[config.mk]
export PLATFORM = sky130hd
export DESIGN_NAME = pipelined_adder_nbits
export DESIGN_NICKNAME = d
export VERILOG_FILES = /design/src/rtl/pipelined_adder_nbits.sv
export SDC_FILE = /design/constraint.sdc
export NUM_CORES = 1
export LEC_CHECK = 0
export BUFFER_PORTS_ARGS = -buffer_cell sky130_fd_sc_hd__clkbuf_2
export CORE_ASPECT_RATIO = 1.1
export CORE_UTILIZATION = 35
export DETAILED_ROUTE_END_ITERATION = 7
export GPL_ROUTABILITY_DRIVEN = 0
export PLACE_DENSITY = 0.61
export SLEW_MARGIN = 0
export SYNTH_ARGS = -nofsm -noshare
export SYNTH_HDL_FRONTEND = slang
export SYNTH_SLANG_ARGS = --single-unit
[constraint.sdc]
create_clock -name clk -period 4.42 [get_ports clk]
set_input_delay 0 -clock clk [delete_from_list [all_inputs] [get_ports clk]]
set_output_delay 0 -clock clk [all_outputs]
set_load 0.01 [all_outputs]
[src/rtl/pipelined_adder_nbits.sv]
// Pipelined adder/subtractor: WIDTH/SLICE carry stages, one register per slice.
// Each stage adds one slice with the carry registered by the previous stage.
// Not-yet-added operand slices ride along in skew registers. Finished low sum
// slices ride along in the growing s_q of each stage, so that one result
// leaves as a single word. A single advance enable freezes the whole pipe
// while the output is held.
module pipelined_adder_nbits #(
    parameter int WIDTH = 8,
    parameter int SLICE = 4
) (
    input  logic             clk,
    input  logic             reset,
    input  logic             in_valid,
    output logic             in_ready,
    input  logic [WIDTH-1:0] a,
    input  logic [WIDTH-1:0] b,
    input  logic             cin,
    input  logic             sub,
    output logic             out_valid,
    input  logic             out_ready,
    output logic [WIDTH-1:0] sum,
    output logic             cout,
    output logic             ovf
);
    localparam int STAGES = WIDTH / SLICE;

    logic adv;

    // The pipe moves only when the output slot is empty or being drained.
    assign adv      = ~out_valid | out_ready;
    assign in_ready = adv;

    // SLICE-bit add returning {carry_out, sum}.
    function automatic logic [SLICE:0] slice_add(input logic [SLICE-1:0] x,
                                                  input logic [SLICE-1:0] y,
                                                  input logic             c);
        return {1'b0, x} + {1'b0, y} + {{SLICE{1'b0}}, c};
    endfunction

    // Signed overflow of the MSB slice. The carry into the MSB is recovered
    // from the MSB sum bit and the two MSB operand bits.
    function automatic logic slice_ovf(input logic x_msb,
                                       input logic y_msb,
                                       input logic s_msb,
                                       input logic c_out);
        return c_out ^ (x_msb ^ y_msb ^ s_msb);
    endfunction

    for (genvar k = 0; k < STAGES; k++) begin : g_stage
        // Operand bits still to be added when entering stage k.
        localparam int WI = WIDTH - k * SLICE;

        logic [WI-1:0]          op_a;
        logic [WI-1:0]          op_b;
        logic                   c_in;
        logic                   v_in;
        logic [SLICE:0]         res;
        logic [(k+1)*SLICE-1:0] s_d;
        logic [(k+1)*SLICE-1:0] s_q;
        logic                   c_q;
        logic                   v_q;

        if (k == 0) begin : g_in
            // Subtract is A + ~B + 1. cin only matters in add mode.
            assign op_a = a;
            assign op_b = sub ? ~b : b;
            assign c_in = sub | cin;
            assign v_in = in_valid;
            assign s_d  = res[SLICE-1:0];
        end else begin : g_chain
            assign op_a = g_stage[k-1].g_skew.a_q;
            assign op_b = g_stage[k-1].g_skew.b_q;
            assign c_in = g_stage[k-1].c_q;
            assign v_in = g_stage[k-1].v_q;
            assign s_d  = {res[SLICE-1:0], g_stage[k-1].s_q};
        end

        assign res = slice_add(op_a[SLICE-1:0], op_b[SLICE-1:0], c_in);

        // Stage register: partial sum, slice carry and valid, frozen on stall.
        always_ff @(posedge clk) begin
            if (reset) begin
                s_q <= '0;
                c_q <= 1'b0;
                v_q <= 1'b0;
            end else if (adv) begin
                s_q <= s_d;
                c_q <= res[SLICE];
                v_q <= v_in;
            end
        end

        if (k < STAGES - 1) begin : g_skew
            logic [WI-SLICE-1:0] a_q;
            logic [WI-SLICE-1:0] b_q;

            // Skew registers: upper operand slices waiting for their stage.
            always_ff @(posedge clk) begin
                if (reset) begin
                    a_q <= '0;
                    b_q <= '0;
                end else if (adv) begin
                    a_q <= op_a[WI-1:SLICE];
                    b_q <= op_b[WI-1:SLICE];
                end
            end
        end else begin : g_last
            logic ovf_q;

            // Overflow flag, registered alongside the final slice.
            always_ff @(posedge clk) begin
                if (reset) begin
                    ovf_q <= 1'b0;
                end else if (adv) begin
                    ovf_q <= slice_ovf(op_a[SLICE-1], op_b[SLICE-1],
                                       res[SLICE-1], res[SLICE]);
                end
            end

            assign sum       = s_q;
            assign cout      = c_q;
            assign out_valid = v_q;
            assign ovf       = ovf_q;
        end
    end

endmodule

Word-level counts from Yosys, hierarchy flattened
Index checks and enable logic that the tools add are counted.

Bitwise gates (word level): 7. Add/subtract/negate cells: 4. Muxes and demuxes: 1.

Operator list (count): $add A4 B4 Y5 (2); $add A5 B1 Y5 (2); $mux W8 (1); $not A8 Y8 (1); $xor A1 B1 Y1 (3); $or A1 B1 Y1 (2); $not A1 Y1 (1).

Logic and storage cells: 21. Flip-flop bits (word level): 25. Input bits: 22. Output and inout port bits: 12.

Logic depth before layout (Yosys ltp)
Gate-level depths: netlist (run 1).

Word-level depth: 4. Depth in mapped cells: 7. Gate-level depth less buffers: 7.

Worst setup path before layout (run 1)
Ideal clock, no wire load.

Path kind: input to register. Start point: input port sub. End point: register g_stage[0].c_q. Buffers on the path: 1. Library setup time: 0.122 ns. Data required time: 4.298 ns. Stages on the path: 7. Slack: 2.587 ns. Arrival: 1.711 ns. Cells stage by stage: buf_4 or2_2 fa_1 fa_1 a21o_1 a211oi_1 nor3_1.

Longest elaborated chain between the ends: 3. Elaborated cells on any way between the ends: 4. Classes of those cells: add/sub: 2; mux: 1; bitwise: 1.

RTL lines: start: declaration (line 18) `input logic sub,`; $mux W8 (line 66) `assign op_b = sub ? ~b : b;`; $add A4 B4 Y5 (line 37) `return {1'b0, x} + {1'b0, y} + {{SLICE{1'b0}}, c};`; $add A5 B1 Y5 (*) (line 37); end signal: assignment (line 88) `c_q <= res[SLICE];`; end: declaration (line 60) `logic c_q;`.

Every way passes the cells marked *; elsewhere a longest branch is shown, timed or not. A chain may end at the register's enable or synchronous reset.

Final worst setup path (run 1)
Start point: register g_stage[1].v_q (netlist: out_valid). End point: output port in_ready.

Longest elaborated chain between the ends: 2.

RTL lines: start: declaration (line 61) `logic v_q;`; start signal: assignment (line 89) `v_q <= v_in;`; $not A1 Y1 (line 30) `assign adv = ~out_valid | out_ready;`; $or A1 B1 Y1 (line 30); end: declaration (line 14) `output logic in_ready,`.

No other way between the ends.

==> results.toml, run 1 <==
[outcome]
result_of_the_run = "finished, final reports clean"

[job]
number_of_maximum_capacitance_constraint_violations = 0

[clock_network]
clockBufferDepth = 2
post_cts_hold_buffer_count = 8
post_cts_buffers = 0
post_cts_resized = 0
cts.reportedPaths.clkPinSlew_ns = 0.13
cts_buffers = 3
clock_sinks = 25
cts.htree.levels = 1
clock-root-buffer = "clkbuf_4"
clk_latency_ns = 0.32
tritoncts = "yes"

[pwr]
net-switching-power_uw = 132.7
internal_power_uw = 339.5
sequentialPowerShare = 0.553
power.clock.fraction = 0.209
max-vdd-ir-drop_mv = 0.09212
pwr-share-comb = 0.239
power_density_nw_per_um2 = 314.3
total_leakage_power_uw = 0.0006836
switching_share = 0.2810

[synth]
yosys_warning_count = 0
synth.cell_area_sq_um = 1231
synth_enable_flop_cells = 0
synth.distinct_cells = 25
synth_top_area_frac = 0.4065
synthSimpleGateAreaFrac = 0.1870
ys_ff_latch = 25
synth.avg_cell_area_sq_um = 8.922
synthCells = 138
synth-seq-area-share = 0.4065
synth_xor_xnor_area_share = 0.07825
synth.mux.area_fraction = 0
postSynthNetCount = 170
synth-compound-area-share = 0.1413
synthArstFlopShare = 0
combinational_family_with_the_most_area_after_synthesis = "simple AND/OR/NAND/NOR gates"
ys_top_cells_by_area = "dfxtp_1, nand2_1, fa_1"
synth_area_leader_cell = "dfxtp_1"
post_synth_fa_ha_maj_area_fraction = 0.1260
synth_ff_type = "dfxtp_1"

[route]
number_of_iterations_in_the_first_detailed_routing_pass = 4
drt_iter0_markers = 21
totalWireLength_mm = 2.356
route.detailed.vias_per_inst = 4.545
vias = 1009
route.detailed.wl_per_inst_um = 10.61
drcViolationCount = 0
postRouteAntennaNets = 0

[layout]
final_common_cell = "clkbuf_2"
final_layout_net_count = 207
diode_insertion_count_for_antenna_repair = 0
final_cell_mix = "clkbuf_2, nand2_1, dfxtp_1, a21oi_1, nor2_1"
layout-drive-gt1-share = 0.2241
area.growth.synth_to_final_pct = 22.05

[worst_hold_path]
hold_path.class = "input port to flip-flop"

[global_routing]
antenna_found_initial = 0
global_route_wire_length_before_repair_mm = 4.050
grt_max_degree = 30
gr-usage-all-layers = 0.1397
grt_pass1_vias = 976
grt_remaining_overflow = 0

[timing]
tightest_slew_ns = 0.8307
finalSetupTns_ns = 0
report.final.hold_viol_count = 0
timing.final.max_slew_violations = 0
timing.fmax_mhz = 518.9
period_needed_ns = 1.927
finalWorstSetupSlack_ns = 2.493
fin_worst_skew_ns = 0.009412
fin_crit_sh = 0.4360
setup_repair_after_global_routing_missed_its_margin = "false"
setup_viol = 0
slew_headroom = 0.4456

[die]
fp.dieH_um = 64.21
rows = 22
floorplan.core_area_sq_um = 3358
start_util = 0.3666
io_pins = 34
chipWidth_um = 58.55
die_area_sq_um = 3759

[worst_setup_path]
crit_path_max_fanout = 29
worst_setup_end_kind = "output pin"
timing_worst_setup_path_type = "flip-flop to output pin"
worst-endpoint-arrival_ns = 1.93
worst_setup_path_start_kind = "flip-flop"
timing.critical_path.required_ns = 4.42

[placement]
dp_worst_slack_ns = 2.414
dp_hpwl_mm = 1.723
placement.io_buffers = 33
==> sequential cells by signal, indices dropped and copies added, names as in the netlist <==
signal              count
g_stage.g_skew.a_q      4
cout                    1
g_stage.s_q             4
g_stage.g_skew.b_q      4
g_stage.c_q             1
out_valid               1
sum                     8
g_stage.v_q             1
ovf                     1
==> per-layer routing <==
layer  vias to the layer above  track usage  part of all wire
li1                        525            -                 -
met1                       462       0.1625              0.45
met2                        18       0.2586              0.51
met3                         4     0.006073             0.022
met4                         0      0.06250             0.018
met5                         -            0                 0
==> worst paths after layout <==
check | slack [ns] | cells after the start | endpoint | startpoint
worst max-delay path | 2.49 | 3 | in_ready | out_valid$_SDFFE_PP0P_
worst min register to register | 0.46 | 2 | sum[3]$_SDFFE_PP0P_ | sum[3]$_SDFFE_PP0P_
worst min-delay path | 0.02 | 4 | g_stage[0].g_skew.b_q[1]$_SDFFE_PP0P_ | b[5]
worst max register to register | 2.56 | 7 | ovf$_SDFFE_PP0P_ | g_stage[0].c_q$_SDFFE_PP0P_
==> cell usage after synthesis, types with 2 or more instances <==
cell,number
nand3_1,2
buf_2,3
a21o_1,3
nand2_1,25
fa_1,4
inv_1,4
nand2b_1,2
xnor2_1,4
nor3_1,2
nor2_1,14
xor2_1,7
dfxtp_1,25
a211oi_1,8
buf_4,2
clkbuf_1,2
ha_1,6
nand3b_1,2
buf_6,2
a21oi_1,15
==> metrics by stage <==
stage / utilization / instances / total power (uW) / instance area, sq um / hold slack, ns
2_1_floorplan: - / 138 / 340.9 / 1231 / 0.1405
6_report: 0.4475 / 222 / 472.2 / 1503 / 0.01642
3_3_place_gp: 0.4158 / 210 / 369.7 / 1396 / 0.2289
3_5_place_dp: 0.4158 / 210 / 374.9 / 1396 / 0.2346
4_1_cts: 0.4475 / 222 / 479.1 / 1503 / 0.01827
5_1_grt: 0.4475 / 222 / 506.0 / 1503 / 0.01503
==> critical path: stages (launching register included) <==
cell	delay (ns)
dfxtp_1	0.35
nor2b_4	0.47
inv_1	0.52
clkbuf_2	0.27
==> cells by family (layout without fill, tap and decap cells) <==
logic type      after synthesis  in the layout
xor+xnor                     11             11
buf+inv                      13             49
compound gates               28             28
simple gates                 51             51
flops                        25             25
fa+ha+maj                    10             10
==> power by group through the flow <==
| stage | registers (uW) | clock network [uW] | logic (uW) |
|---|---|---|---|
| floorplan | 270 | 0 | 70.8 |
| global placement | 266 | 0 | 104 |
| detailed placement | 267 | 0 | 108 |
| CTS | 262 | 103 | 115 |
| global route | 264 | 113 | 129 |
| finish | 261 | 98.5 | 113 |
==> layout make-up <==
class / count / area (sq um)
clock buffer: 4 / 26.28
inverter: 4 / 15.01
fill: 356 / 1856
timing repair buffer: 41 / 245.2
multi-input combinational: 100 / 655.6
tap: 48 / 60.06
sequential: 25 / 500.5
Power figures use the tool's default switching activity.
==> run 2, diff against run 1 <==
==> constraint.sdc (replaced) <==
create_clock -name clk -period 1.9 [get_ports clk]
set_input_delay 0 -clock clk [delete_from_list [all_inputs] [get_ports clk]]
set_output_delay 0 -clock clk [all_outputs]
set_load 0.01 [all_outputs]
==> results.toml, run 2 (same netlist as run 1, synthesis figures left out) <==
[outcome]
result_of_the_run = "finished, final reports clean"

[worst_setup_path]
critical-path-top-cell-by-count = "fa_1"
worst_setup_end_kind = "flip-flop"
worst_path_dominant_cell_family = "adder cells"
crit_path_max_fanout = 2
cp.buffers_inverters = 1
timing_worst_setup_path_type = "flip-flop to flip-flop"
timing.critical_path.required_ns = 2.14
cp_slowest_cell = "dfxtp_1"
worst_setup_path_start_kind = "flip-flop"
path_cells = "fa_1, inv_1, fa_1, nand2b_1, a21oi_2, xor2_1, a211oi_1"
worst-endpoint-arrival_ns = 1.97
max_stage_delay_ns = 0.38

[worst_hold_path]
hold_path.class = "input port to flip-flop"

[timing]
setup_repair_after_global_routing_missed_its_margin = "false"
timing.fmax_mhz = 580.3
finalWorstSetupSlack_ns = 0.1768
finalSetupTns_ns = 0
fin_crit_sh = 0.9069
timing.final.max_slew_violations = 0
tightest_slew_ns = 0.3085
slew_headroom = 0.7939
report.final.hold_viol_count = 0
setup_viol = 0
fin_worst_skew_ns = 0.003321
period_needed_ns = 1.723

[layout]
largest_register_ff_count = 8
final_layout_net_count = 213
final_common_cell = "clkbuf_2"
multi_input_comb_area_sq_um = 659.4
final_cell_mix = "clkbuf_2, nand2_1, dfxtp_1, nor2_1, a21oi_1"
fillerInstances = 355
area.growth.synth_to_final_pct = 26.22
area.sequential_sq_um = 500.5
diode_insertion_count_for_antenna_repair = 0
layout-drive-gt1-share = 0.2500

[pwr]
pwr-share-comb = 0.243
power.clock.fraction = 0.209
internal_power_uw = 797.0
power_density_nw_per_um2 = 715.0
max-vdd-ir-drop_mv = 0.1989
sequentialPowerShare = 0.547
switching_share = 0.2826
total_leakage_power_uw = 0.0007112
net-switching-power_uw = 314.0

[placement]
dp_hpwl_mm = 1.783
dp_worst_slack_ns = 0.01534
placement.io_buffers = 33

[route]
route.detailed.vias_per_inst = 4.539
route.detailed.wl_per_inst_um = 10.18
totalWireLength_mm = 2.320
vias = 1035
drt_iter0_markers = 20
number_of_iterations_in_the_first_detailed_routing_pass = 4
postRouteAntennaNets = 0
drcViolationCount = 0

[global_routing]
antenna_found_initial = 0
gr-usage-all-layers = 0.1398
grt_remaining_overflow = 0
grt_pass1_vias = 1059
grt_max_degree = 28
global_route_wire_length_before_repair_mm = 4.146

[clock_network]
cts.htree.levels = 1
clk_latency_ns = 0.31
tritoncts = "yes"
cts.reportedPaths.clkPinSlew_ns = 0.13
clock_sinks = 25
cts_buffers = 3
post_cts_buffers = 0
clockBufferDepth = 2
clock-root-buffer = "clkbuf_4"

[die]
floorplan.core_area_sq_um = 3358
io_pins = 34
rows = 22
chipWidth_um = 58.55
start_util = 0.3666
fp.dieH_um = 64.21
die_area_sq_um = 3759

[job]
number_of_maximum_capacitance_constraint_violations = 0
-- run 2: cell types whose count changed in the layout (fill, tap and decap cells not counted) --
cell           previous run  this run
a21oi_1                  15        14
dlygate4sd3_1             8         9
a21oi_2                   1         2
buf_4                     0         5
-- run 2: cell type report --
cell class,count,area share
Clock buffer,4,0.01691
Inverter,4,0.009662
Multi-Input combinational cell,100,0.4243
Sequential cell,25,0.3221
Tap cell,48,0.03865
Timing Repair Buffer,47,0.1884
-- run 2: routing by layer --
| metal | share of wire | GRT usage |
|---|---|---|
| met5 | 0 | 0 |
| met3 | 0.032 | 0.01619 |
| met4 | 0.016 | 0.06845 |
| met2 | 0.50 | 0.2543 |
| met1 | 0.46 | 0.1575 |
-- run 2: final timing paths --
path | startpoint | endpoint | slack, ns | cells after the start
hold / removal | reset | g_stage[0].s_q[3]$_SDFFE_PP0P_ | 0.01 | 3
setup reg to reg | g_stage[0].c_q$_SDFFE_PP0P_ | ovf$_SDFFE_PP0P_ | 0.18 | 7
hold reg to reg | sum[3]$_SDFFE_PP0P_ | sum[3]$_SDFFE_PP0P_ | 0.46 | 2
setup / recovery | g_stage[0].c_q$_SDFFE_PP0P_ | ovf$_SDFFE_PP0P_ | 0.18 | 7
-- run 2: tightest hold or removal path: cells and delay by family --
kind,cells,cell delay [ns]
buf+inv,1,0.11
simple gates,2,0.17
-- run 2: timing repair --
action,CTS,global route
hold buffers,9,0
resized for setup,0,1
endpoints found under the hold margin,9,0
setup endpoints to repair,0,1
-- run 2: power by group through the flow --
| stage | logic (uW) | clock network [uW] | registers (uW) |
|---|---|---|---|
| floorplan | 165 | 0 | 628 |
| CTS | 272 | 243 | 609 |
| global route | 308 | 266 | 617 |
| global placement | 249 | 0 | 619 |
| finish | 270 | 233 | 608 |
| detailed placement | 256 | 0 | 621 |
-- run 2: metrics by stage --
stage | utilization | instance area (sq um) | cells | hold slack [ns] | power, uW
6_report | 0.4627 | 1554 | 228 | 0.01150 | 1111
5_1_grt | 0.4627 | 1554 | 228 | 0.01911 | 1191
4_1_cts | 0.4616 | 1550 | 228 | 0.008655 | 1124
3_5_place_dp | 0.4270 | 1434 | 215 | 0.2321 | 876.7
3_3_place_gp | 0.4270 | 1434 | 215 | 0.2316 | 867.8
2_1_floorplan | - | 1231 | 138 | 0.1405 | 793.0
==> run 3, diff against run 2 <==
--- a/config.mk
+++ b/config.mk
@@ -6,7 +6,6 @@
 export NUM_CORES = 1
 export LEC_CHECK = 0
 export BUFFER_PORTS_ARGS = -buffer_cell sky130_fd_sc_hd__clkbuf_2
-export CORE_ASPECT_RATIO = 1.1
 export CORE_UTILIZATION = 35
 export DETAILED_ROUTE_END_ITERATION = 7
 export GPL_ROUTABILITY_DRIVEN = 0
==> results.toml, run 3 (same netlist as run 1, synthesis figures left out) <==
[outcome]
result_of_the_run = "finished, final reports clean"

[global_routing]
global_route_track_usage_on_met3 = 0.01261
most_used_routing_layer_in_global_routing = "met2"
global_route_wire_length_before_repair_mm = 3.843
use_met1 = 0.1602
groute.layer.met2.usage = 0.2531
grt_remaining_overflow = 0
grt_max_degree = 29
grt_pass1_vias = 911
gr-usage-all-layers = 0.1381
antenna_found_initial = 0

[layout]
largest_register_ff_count = 8
final_layout_net_count = 212
area.sequential_sq_um = 500.5
final_common_cell = "clkbuf_2"
area.growth.synth_to_final_pct = 25.51
fillerInstances = 384
finalInstanceArea_sq_um = 1545
layout-drive-gt1-share = 0.2514
diode_insertion_count_for_antenna_repair = 0
multi_input_comb_area_sq_um = 659.4
final_cell_mix = "clkbuf_2, nand2_1, dfxtp_1, nor2_1, a21oi_1"

[die]
die_area_sq_um = 3759
rows = 21
io_pins = 34
fp.dieH_um = 61.31
start_util = 0.3661
floorplan.core_area_sq_um = 3363
chipWidth_um = 61.31

[timing]
period_needed_ns = 1.747
slew_headroom = 0.6556
tightest_slew_ns = 0.5166
fin_crit_sh = 0.9193
timing.fmax_mhz = 572.5
setup_viol = 0
finalSetupTns_ns = 0
report.final.hold_viol_count = 0
setup_repair_after_global_routing_missed_its_margin = "false"
fin_worst_skew_ns = 0.008929
timing.final.max_slew_violations = 0

[route]
postRouteAntennaNets = 0
number_of_iterations_in_the_first_detailed_routing_pass = 4
drt_iter0_markers = 14
totalWireLength_mm = 2.398
drcViolationCount = 0
route.detailed.wl_per_inst_um = 10.66
vias = 1019
route.detailed.vias_per_inst = 4.529

[worst_setup_path]
worst_setup_end_kind = "flip-flop"
flop2flop_setup_slack_ns = 0.15
cp_slowest_cell = "dfxtp_1"
critical_path.endpoint = "ovf$_SDFFE_PP0P_"
worst-endpoint-arrival_ns = 1.99
worst_setup_path_start_kind = "flip-flop"
timing_worst_setup_path_type = "flip-flop to flip-flop"
crit_path_max_fanout = 2
timing.critical_path.required_ns = 2.15
critical-path-top-cell-by-count = "fa_1"
max_stage_delay_ns = 0.38
regToRegStartpoint = "g_stage[0].g_skew.a_q[0]$_SDFFE_PP0P_"
ff2ff_path_depth = 7
worst_r2r_dst = "ovf$_SDFFE_PP0P_"
path_cells = "fa_1, inv_1, fa_1, nand2b_1, a21oi_2, xor2_1, a211oi_1"
crit_start = "g_stage[0].g_skew.a_q[0]$_SDFFE_PP0P_"

[clock_network]
clock-root-buffer = "clkbuf_4"
tritoncts = "yes"
cts.reportedPaths.clkPinSlew_ns = 0.14
clock_sinks = 25
clk_latency_ns = 0.32
post_cts_buffers = 0
cts_buffers = 3
clockBufferDepth = 2
cts.htree.levels = 1

[pwr]
pwr-share-comb = 0.242
max-vdd-ir-drop_mv = 0.2328
net-switching-power_uw = 322.0
total_leakage_power_uw = 0.0007091
switching_share = 0.2889
internal_power_uw = 792.6
power_density_nw_per_um2 = 721.3
sequentialPowerShare = 0.546
power.clock.fraction = 0.212

[worst_hold_path]
hold_path.class = "input port to flip-flop"

[placement]
dp_hpwl_mm = 1.786
postPlaceCellArea_sq_um = 1424
placement.io_buffers = 33

[job]
number_of_maximum_capacitance_constraint_violations = 0
[run 3: changes by cell type in the layout (fill, tap and decap cells not counted)]
| cell | change |
|---|---|
| buf_4 | -1 |
| clkbuf_1 | -1 |
| clkinv_2 | +1 |
[run 3: metal layers]
| layer | up-vias | wire [um] |
|---|---|---|
| li1 | 540 | - |
| met1 | 453 | 1071 |
| met2 | 21 | 1208 |
| met3 | 5 | 66 |
| met4 | 0 | 51 |
| met5 | - | 0 |
[run 3: what timing repair did]
action	4_1_cts	5_1_grt
setup endpoints to repair	0	1
hold buffers	9	0
gates resized for setup	0	1
hold endpoints to repair	9	0
[run 3: through the flow]
step | utilization | setup slack, ns | hold slack (ns) | power [uW] | cells
detailed placement | 0.4234 | 0.01112 | 0.2342 | 877.2 | 212
CTS | 0.4583 | 0.1009 | 0.001681 | 1130 | 225
finish | 0.4594 | 0.1534 | 0.006098 | 1115 | 225
floorplan | - | 0.06727 | 0.1405 | 793.0 | 138
global route | 0.4594 | 0.05255 | 0.004628 | 1185 | 225
global placement | 0.4234 | 0.05993 | 0.2295 | 867.8 | 212
[run 3: worst max-delay path: cells and delay by family (launching register included)]
family | cells | cell delay [ns]
AND/OR/NAND/NOR | 1 | 0.18
adder cells (fa/ha/maj) | 2 | 0.59
XOR/XNOR | 1 | 0.08
flip-flops | 1 | 0.38
AO/OA/AOI/OAI | 2 | 0.38
buffers and inverters | 1 | 0.06
[run 3: area by class of cell]
cell class | count | area share
Multi-Input combinational cell | 100 | 0.4267
Timing Repair Buffer | 46 | 0.1846
Sequential cell | 25 | 0.3239
Inverter | 4 | 0.009717
Clock buffer | 3 | 0.01457
Clock inverter | 1 | 0.003239
Tap cell | 46 | 0.03725
[run 3: how the worst min path moves through the flow]
stage                   start                               endpoint  slack [ns]  cells past startpoint
global placement         a[7]  g_stage[0].g_skew.a_q[3]$_SDFFE_PP0P_        0.23                      3
CTS                 out_ready  g_stage[0].g_skew.a_q[3]$_SDFFE_PP0P_       0.002                      4
finish              out_ready  g_stage[0].g_skew.a_q[2]$_SDFFE_PP0P_       0.006                      4
detailed placement       a[7]  g_stage[0].g_skew.a_q[3]$_SDFFE_PP0P_        0.23                      3
global route        out_ready  g_stage[0].g_skew.a_q[3]$_SDFFE_PP0P_       0.005                      4
floorplan                a[4]  g_stage[0].g_skew.a_q[0]$_SDFFE_PP0P_        0.14                      2
[run 3: power groups by stage]
stage / clock network (uW) / registers (uW) / logic [uW]
2_1_floorplan: 0 / 628 / 165
4_1_cts: 249 / 611 / 271
3_5_place_dp: 0 / 623 / 255
3_3_place_gp: 0 / 620 / 248
5_1_grt: 265 / 615 / 305
6_report: 236 / 608 / 270
